**src/rtl/game_ctrl.sv**
```systemverilog
// game_ctrl: frame-synchronous game supervisor.
// Samples sprite collisions during a frame and tracks requests as they arrive.
// It changes state, score, speed and lives only on the vsync falling edge,
// so the display never changes partway through a frame.
module game_ctrl #(
  parameter int NUM_OBJ      = 2,
  parameter int SCORE_W      = 16,
  parameter int SPEED_W      = 4,
  parameter int LIVES        = 3,
  parameter int GRACE_FRAMES = 60,
  parameter int SCORE_DIV    = 6,
  parameter int SPEED_INIT   = 1,
  parameter int SPEED_MAX    = 15,
  parameter int SPEED_STEP   = 100
) (
  input  logic               CLK,
  input  logic               RESET_N,
  input  logic               START,
  input  logic               PAUSE,
  input  logic               vs,
  input  logic               px_player,
  input  logic [NUM_OBJ-1:0] px_obstacle,
  output logic               game_status,
  output logic [2:0]         state,
  output logic [SCORE_W-1:0] score,
  output logic [SPEED_W-1:0] speed,
  output logic [3:0]         lives,
  output logic               hit_pulse,
  output logic               over_pulse
);

  localparam int FW  = (SCORE_DIV  > 1) ? $clog2(SCORE_DIV)  : 1;
  localparam int STW = (SPEED_STEP > 1) ? $clog2(SPEED_STEP) : 1;
  localparam int GW  = $clog2(GRACE_FRAMES + 1);

  localparam logic [2:0] ST_IDLE   = 3'd0;
  localparam logic [2:0] ST_RUN    = 3'd1;
  localparam logic [2:0] ST_HIT    = 3'd2;
  localparam logic [2:0] ST_PAUSED = 3'd3;
  localparam logic [2:0] ST_OVER   = 3'd4;

  logic [2:0]         state_r, state_nxt_s;
  logic               vs_d_r, pause_d_r;
  logic               start_req_r, pause_req_r, hit_latch_r;
  logic               start_req_nxt_s, pause_req_nxt_s, hit_latch_nxt_s;
  logic [FW-1:0]      frame_r, frame_nxt_s, upd_frame_s;
  logic [STW-1:0]     step_r, step_nxt_s, upd_step_s;
  logic [GW-1:0]      grace_r, grace_nxt_s;
  logic [SCORE_W-1:0] score_r, score_nxt_s, upd_score_s;
  logic [SPEED_W-1:0] speed_r, speed_nxt_s, upd_speed_s;
  logic [3:0]         lives_r, lives_nxt_s;
  logic               hit_pulse_r, hit_pulse_nxt_s;
  logic               over_pulse_r, over_pulse_nxt_s;
  logic               game_status_r;
  logic               tick_s, pause_edge_s, collide_s, idle_or_over_s;

  assign tick_s         = vs_d_r & ~vs;
  assign pause_edge_s   = PAUSE & ~pause_d_r;
  assign collide_s      = px_player & (|px_obstacle);
  assign idle_or_over_s = (state_r == ST_IDLE) | (state_r == ST_OVER);

  assign game_status = game_status_r;
  assign state       = state_r;
  assign score       = score_r;
  assign speed       = speed_r;
  assign lives       = lives_r;
  assign hit_pulse   = hit_pulse_r;
  assign over_pulse  = over_pulse_r;

  // State register.
  always_ff @(posedge CLK) begin
    if (!RESET_N) begin
      state_r <= ST_IDLE;
    end else begin
      state_r <= state_nxt_s;
    end
  end

  // Next-state decision; moves happen only on a frame tick.
  always_comb begin
    state_nxt_s = state_r;
    if (tick_s) begin
      case (state_r)
        ST_IDLE, ST_OVER: begin
          if (start_req_r) state_nxt_s = ST_RUN;
          else             state_nxt_s = state_r;
        end
        ST_RUN: begin
          if (hit_latch_r) begin
            if (lives_r == 4'd1) state_nxt_s = ST_OVER;
            else                 state_nxt_s = ST_HIT;
          end else if (pause_req_r) begin
            state_nxt_s = ST_PAUSED;
          end else begin
            state_nxt_s = ST_RUN;
          end
        end
        ST_HIT: begin
          if (grace_r == GW'(1)) state_nxt_s = ST_RUN;
          else                   state_nxt_s = ST_HIT;
        end
        ST_PAUSED: begin
          if (pause_req_r) state_nxt_s = ST_RUN;
          else             state_nxt_s = ST_PAUSED;
        end
        default: state_nxt_s = ST_IDLE;
      endcase
    end else begin
      state_nxt_s = state_r;
    end
  end

  // Candidate score/speed values for a frame that earns progress.
  always_comb begin
    upd_score_s = score_r;
    upd_speed_s = speed_r;
    upd_step_s  = step_r;
    if (frame_r == FW'(SCORE_DIV - 1)) begin
      upd_frame_s = {FW{1'b0}};
      if (score_r != {SCORE_W{1'b1}}) begin
        upd_score_s = score_r + 1'b1;
        if (step_r == STW'(SPEED_STEP - 1)) begin
          upd_step_s = {STW{1'b0}};
          if (speed_r != SPEED_W'(SPEED_MAX)) upd_speed_s = speed_r + 1'b1;
          else                                upd_speed_s = speed_r;
        end else begin
          upd_step_s = step_r + 1'b1;
        end
      end else begin
        upd_score_s = score_r;
      end
    end else begin
      upd_frame_s = frame_r + 1'b1;
    end
  end

  // Output/datapath next values: request capture, counters, lives, pulses.
  always_comb begin
    score_nxt_s      = score_r;
    speed_nxt_s      = speed_r;
    lives_nxt_s      = lives_r;
    frame_nxt_s      = frame_r;
    step_nxt_s       = step_r;
    grace_nxt_s      = grace_r;
    hit_pulse_nxt_s  = 1'b0;
    over_pulse_nxt_s = 1'b0;
    start_req_nxt_s  = start_req_r | (START & idle_or_over_s);
    // A pause request never survives into IDLE/OVER.
    if (idle_or_over_s) pause_req_nxt_s = 1'b0;
    else                pause_req_nxt_s = pause_req_r | pause_edge_s;
    // The collision latch is consumed by every tick.
    if (tick_s) hit_latch_nxt_s = 1'b0;
    else        hit_latch_nxt_s = hit_latch_r | (collide_s & (state_r == ST_RUN));
    if (tick_s) begin
      case (state_r)
        ST_IDLE, ST_OVER: begin
          if (start_req_r) begin
            score_nxt_s     = {SCORE_W{1'b0}};
            speed_nxt_s     = SPEED_W'(SPEED_INIT);
            lives_nxt_s     = 4'(LIVES);
            frame_nxt_s     = {FW{1'b0}};
            step_nxt_s      = {STW{1'b0}};
            grace_nxt_s     = {GW{1'b0}};
            start_req_nxt_s = 1'b0;
          end else begin
            score_nxt_s = score_r;
          end
        end
        ST_RUN: begin
          if (hit_latch_r && (lives_r == 4'd1)) begin
            lives_nxt_s      = 4'd0;
            hit_pulse_nxt_s  = 1'b1;
            over_pulse_nxt_s = 1'b1;
          end else if (hit_latch_r) begin
            lives_nxt_s     = lives_r - 4'd1;
            grace_nxt_s     = GW'(GRACE_FRAMES);
            hit_pulse_nxt_s = 1'b1;
            frame_nxt_s     = upd_frame_s;
            score_nxt_s     = upd_score_s;
            step_nxt_s      = upd_step_s;
            speed_nxt_s     = upd_speed_s;
          end else if (pause_req_r) begin
            pause_req_nxt_s = 1'b0;
          end else begin
            frame_nxt_s = upd_frame_s;
            score_nxt_s = upd_score_s;
            step_nxt_s  = upd_step_s;
            speed_nxt_s = upd_speed_s;
          end
        end
        ST_HIT: begin
          grace_nxt_s = grace_r - 1'b1;
          frame_nxt_s = upd_frame_s;
          score_nxt_s = upd_score_s;
          step_nxt_s  = upd_step_s;
          speed_nxt_s = upd_speed_s;
        end
        ST_PAUSED: begin
          if (pause_req_r) pause_req_nxt_s = 1'b0;
          else             pause_req_nxt_s = pause_req_r | pause_edge_s;
        end
        default: begin
          score_nxt_s = score_r;
        end
      endcase
    end else begin
      score_nxt_s = score_r;
    end
  end

  // Datapath and output registers.
  always_ff @(posedge CLK) begin
    if (!RESET_N) begin
      vs_d_r        <= 1'b1;
      pause_d_r     <= 1'b0;
      start_req_r   <= 1'b0;
      pause_req_r   <= 1'b0;
      hit_latch_r   <= 1'b0;
      frame_r       <= {FW{1'b0}};
      step_r        <= {STW{1'b0}};
      grace_r       <= {GW{1'b0}};
      score_r       <= {SCORE_W{1'b0}};
      speed_r       <= SPEED_W'(SPEED_INIT);
      lives_r       <= 4'(LIVES);
      hit_pulse_r   <= 1'b0;
      over_pulse_r  <= 1'b0;
      game_status_r <= 1'b0;
    end else begin
      vs_d_r        <= vs;
      pause_d_r     <= PAUSE;
      start_req_r   <= start_req_nxt_s;
      pause_req_r   <= pause_req_nxt_s;
      hit_latch_r   <= hit_latch_nxt_s;
      frame_r       <= frame_nxt_s;
      step_r        <= step_nxt_s;
      grace_r       <= grace_nxt_s;
      score_r       <= score_nxt_s;
      speed_r       <= speed_nxt_s;
      lives_r       <= lives_nxt_s;
      hit_pulse_r   <= hit_pulse_nxt_s;
      over_pulse_r  <= over_pulse_nxt_s;
      game_status_r <= (state_nxt_s == ST_RUN) | (state_nxt_s == ST_HIT);
    end
  end

endmodule

```
**config.mk**
```make
export PLATFORM = sky130hd
export DESIGN_NAME = game_ctrl
export DESIGN_NICKNAME = d
export VERILOG_FILES = /design/src/rtl/game_ctrl.sv
export SDC_FILE = /design/constraint.sdc
export NUM_CORES = 1
export LEC_CHECK = 0
export CAP_MARGIN = 40
export CORE_ASPECT_RATIO = 1.5
export CORE_MARGIN = 2
export CORE_UTILIZATION = 49
export CTS_BUF_LIST = sky130_fd_sc_hd__clkbuf_4
export CTS_CLUSTER_DIAMETER = 40
export DETAILED_ROUTE_END_ITERATION = 8
export PLACE_DENSITY_LB_ADDON = 0.05
export REMOVE_ABC_BUFFERS = 1
export SYNTH_ARGS = -nofsm -noshare
export SYNTH_HDL_FRONTEND = slang
export SYNTH_SLANG_ARGS = --single-unit
```
**constraint.sdc**
```tcl
create_clock -name CLK -period 2.2 [get_ports CLK]
set_input_delay 0.44 -clock CLK [delete_from_list [all_inputs] [get_ports CLK]]
set_output_delay 0.44 -clock CLK [all_outputs]
set_load 0.01 [all_outputs]
```
==> impl_results.md <==
- Antenna viol nets, final: 0
- Comb pwr share: 0.160
- Async SR Flop Fraction: 0
- 1st-pass router iterations: 4
- Clock skew: 0.0167 ns
- Final #Nets: 418
- Synth area leaders: dfxtp_1, nand3_1, a21oi_1
- Post-synthesis register bit count: 51
- Synth warn: 0
- Syn-to-layout area delta: 24.5%
- Worst Path Required: 2.50 ns
- Wire per inst: 15.5 um
- Total Neg Setup Slack: 0 ns
- DRC: 0
- Cts hold-fix bufs: 0
- Pwr/cell area: 476 nW/um^2
- Number of synthesized flops with an enable pin: 0
- Crit Path Max Fanout: 20
- Status: finished, final reports clean
- Switching Share: 0.281
- Reg power frac: 0.571
- Via count: 2,837
- NetSw: 0.000469 W
- Main synth FF type: dfxtp_1
- Clk slew on worst S/H paths: 0.15 ns
- Layout cell share with drive strength beyond 1: 0.144
- Mean post-synth cell area: 8.23 sq um
- R2R Setup Slk: 0.14 ns
- Clock power share: 0.269
- Sequential-to-total area share from yosys stat: 0.363
- Pwr Total: 0.00167 W
- Post-CTS sizing: 0
- Fin crit period: 2.06 ns
- Synthesized cell area: 2810 sq um
- # port buffers: 37
- Die Height: 96.8 um
- CTS Buffer Depth: 2
- RD Place Congestion: 0.886
- Initial Util: 0.512
- Area leader, netlist: dfxtp_1
- Count leader, synth: dfxtp_1
- Worst Hold Class: register to register
- GRT Util Overall: 0.241
- CTS Root Cell: clkbuf_4
- Worst-margin pin slew: 0.481 ns
- DRT iter0 DRCs: 150
- Pin count of the biggest net entering global routing: 21
- Worst setup EP type: register
- RSZ-0062 raised after global routing: false
- Cells after Synth: 342
- Max cap viols: 0
- Clk_lat worst skew: 0.39 ns
- Die Width: 65.9 um
- Count of cell types in the netlist: 58
- Cell area after layout: 3500 sq um
- Vias in the first global route: 2,779
- Internal power: 0.00120 W
- Worst IR Drop VDD: 283 uV
- Routed vias/inst: 5.99
- CP Launch Type: register
- CTS tree: yes
- Row count: 33
- Die footprint: 6380 sq um
- Drt total wl: 7350 um
- Grt ovf: 0
- Max Slew Vio Count: 0
- Hold Fails Final Rpt: 0
- Area post-placement: 3440 sq um
- Crit share post-route: 0.936
- Antenna violations before repair: 0
- H-tree lvl count: 2
- Achievable frequency: 485 MHz
- Critical path data arrival time: 2.36 ns
- Total CTS buffers: 5
- First-pass GRT wire length: 12,400 um
- Core region area: 5490 sq um
- Clk sinks: 51
- Leak: 1.22 nW
- Top cell type's share of synthesized area: 0.363
- Post-synth top cells: dfxtp_1, nand3_1, nor2_1
- Ant diodes: 0
- Crit path kind: register to register
- Setup violations, final: 0
- DP Wirelength: 5530 um
- Post-CTS setup repair buffer count: 0
- Io pins: 38
- Rel. slew slack: 0.679
==> cells by family (layout without fill, tap and decap cells) <==
logic type | Yosys count | after routing | share of synthesized area
buffers and inverters | 31 | 93 | 0.0485
XOR/XNOR | 3 | 3 | 0.0120
flip-flops | 51 | 51 | 0.363
AO/OA/AOI/OAI | 90 | 90 | 0.210
multiplexers | 3 | 3 | 0.0107
AND/OR/NAND/NOR | 157 | 157 | 0.325
adder cells (fa/ha/maj) | 7 | 7 | 0.0311
==> worst max-delay path, stage by stage (launching register included) <==
cell      delay, ns
dfxtp_1        0.36
ha_1           0.24
nand4_2        0.20
or4_4          0.57
a21oi_2        0.17
buf_6          0.20
o311ai_1       0.14
o31ai_1        0.09
==> final timing paths <==
check                   from         end  cells after the start
hold / removal    grace_r[5]  grace_r[5]                      2
setup reg to reg    score[0]   step_r[5]                      7
setup / recovery    score[0]   step_r[5]                      7
hold reg to reg   grace_r[5]  grace_r[5]                      2
==> sequential cells by signal (all words and copies together), names as in the netlist <==
register,flops
score,16
step_r,7
grace_r,6
lives,4
speed,4
frame_r,3
state,3
game_status,1
hit_latch_r,1
hit_pulse,1
over_pulse,1
pause_d_r,1
pause_req_r,1
start_req_r,1
vs_d_r,1
==> routing by layer <==
| layer | GRT usage | vias to the layer above | wire length [um] |
|---|---|---|---|
| li1 | - | 1399 | - |
| met1 | 0.259 | 1382 | 3000 |
| met2 | 0.460 | 44 | 4020 |
| met3 | 0.0314 | 12 | 181 |
| met4 | 0.0833 | 0 | 146 |
| met5 | 0 | - | 0 |
==> cells in the final DEF, fill, tap and decap left out, types with 9 or more instances in the layout <==
| master | count |
|---|---|
| dfxtp_1 | 51 |
| clkdlybuf4s50_1 | 37 |
| buf_4 | 32 |
| nand3_1 | 26 |
| nor2_1 | 25 |
| a21oi_1 | 24 |
| nand2_1 | 23 |
| inv_1 | 15 |
| o21ai_1 | 11 |
| and3_1 | 10 |
| o31ai_1 | 10 |
| o21ai_0 | 10 |
| nand4_1 | 9 |
==> power groups by stage <==
| stage | registers [W] | clock network [W] | logic (W) |
|---|---|---|---|
| 2_1_floorplan | 0.000976 | 0 | 0.000132 |
| 3_3_place_gp | 0.000974 | 0 | 0.000259 |
| 3_5_place_dp | 0.000974 | 0 | 0.000262 |
| 4_1_cts | 0.000954 | 0.000457 | 0.000263 |
| 5_1_grt | 0.000956 | 0.000493 | 0.000291 |
| 6_report | 0.000954 | 0.000449 | 0.000267 |
==> cell type report <==
class | instances | area (sq um)
tap | 70 | 87.6
inverter | 15 | 56.3
timing repair buffer | 70 | 622
fill | 491 | 1990
sequential | 51 | 1020
clock inverter | 1 | 5.00
multi-input combinational | 260 | 1660
clock buffer | 7 | 52.6
==> per-stage QoR <==
stage / utilization / std cells / hold slack, ns / setup slack, ns
2_1_floorplan: - / 326 / 0.432 / -0.0471
5_1_grt: 0.638 / 474 / 0.534 / 0.0143
3_5_place_dp: 0.626 / 466 / 0.473 / -0.183
6_report: 0.638 / 474 / 0.494 / 0.140
4_1_cts: 0.637 / 474 / 0.492 / 0.111
3_3_place_gp: 0.626 / 466 / 0.469 / -0.129
No activity file was read; power rests on OpenSTA's default activity.
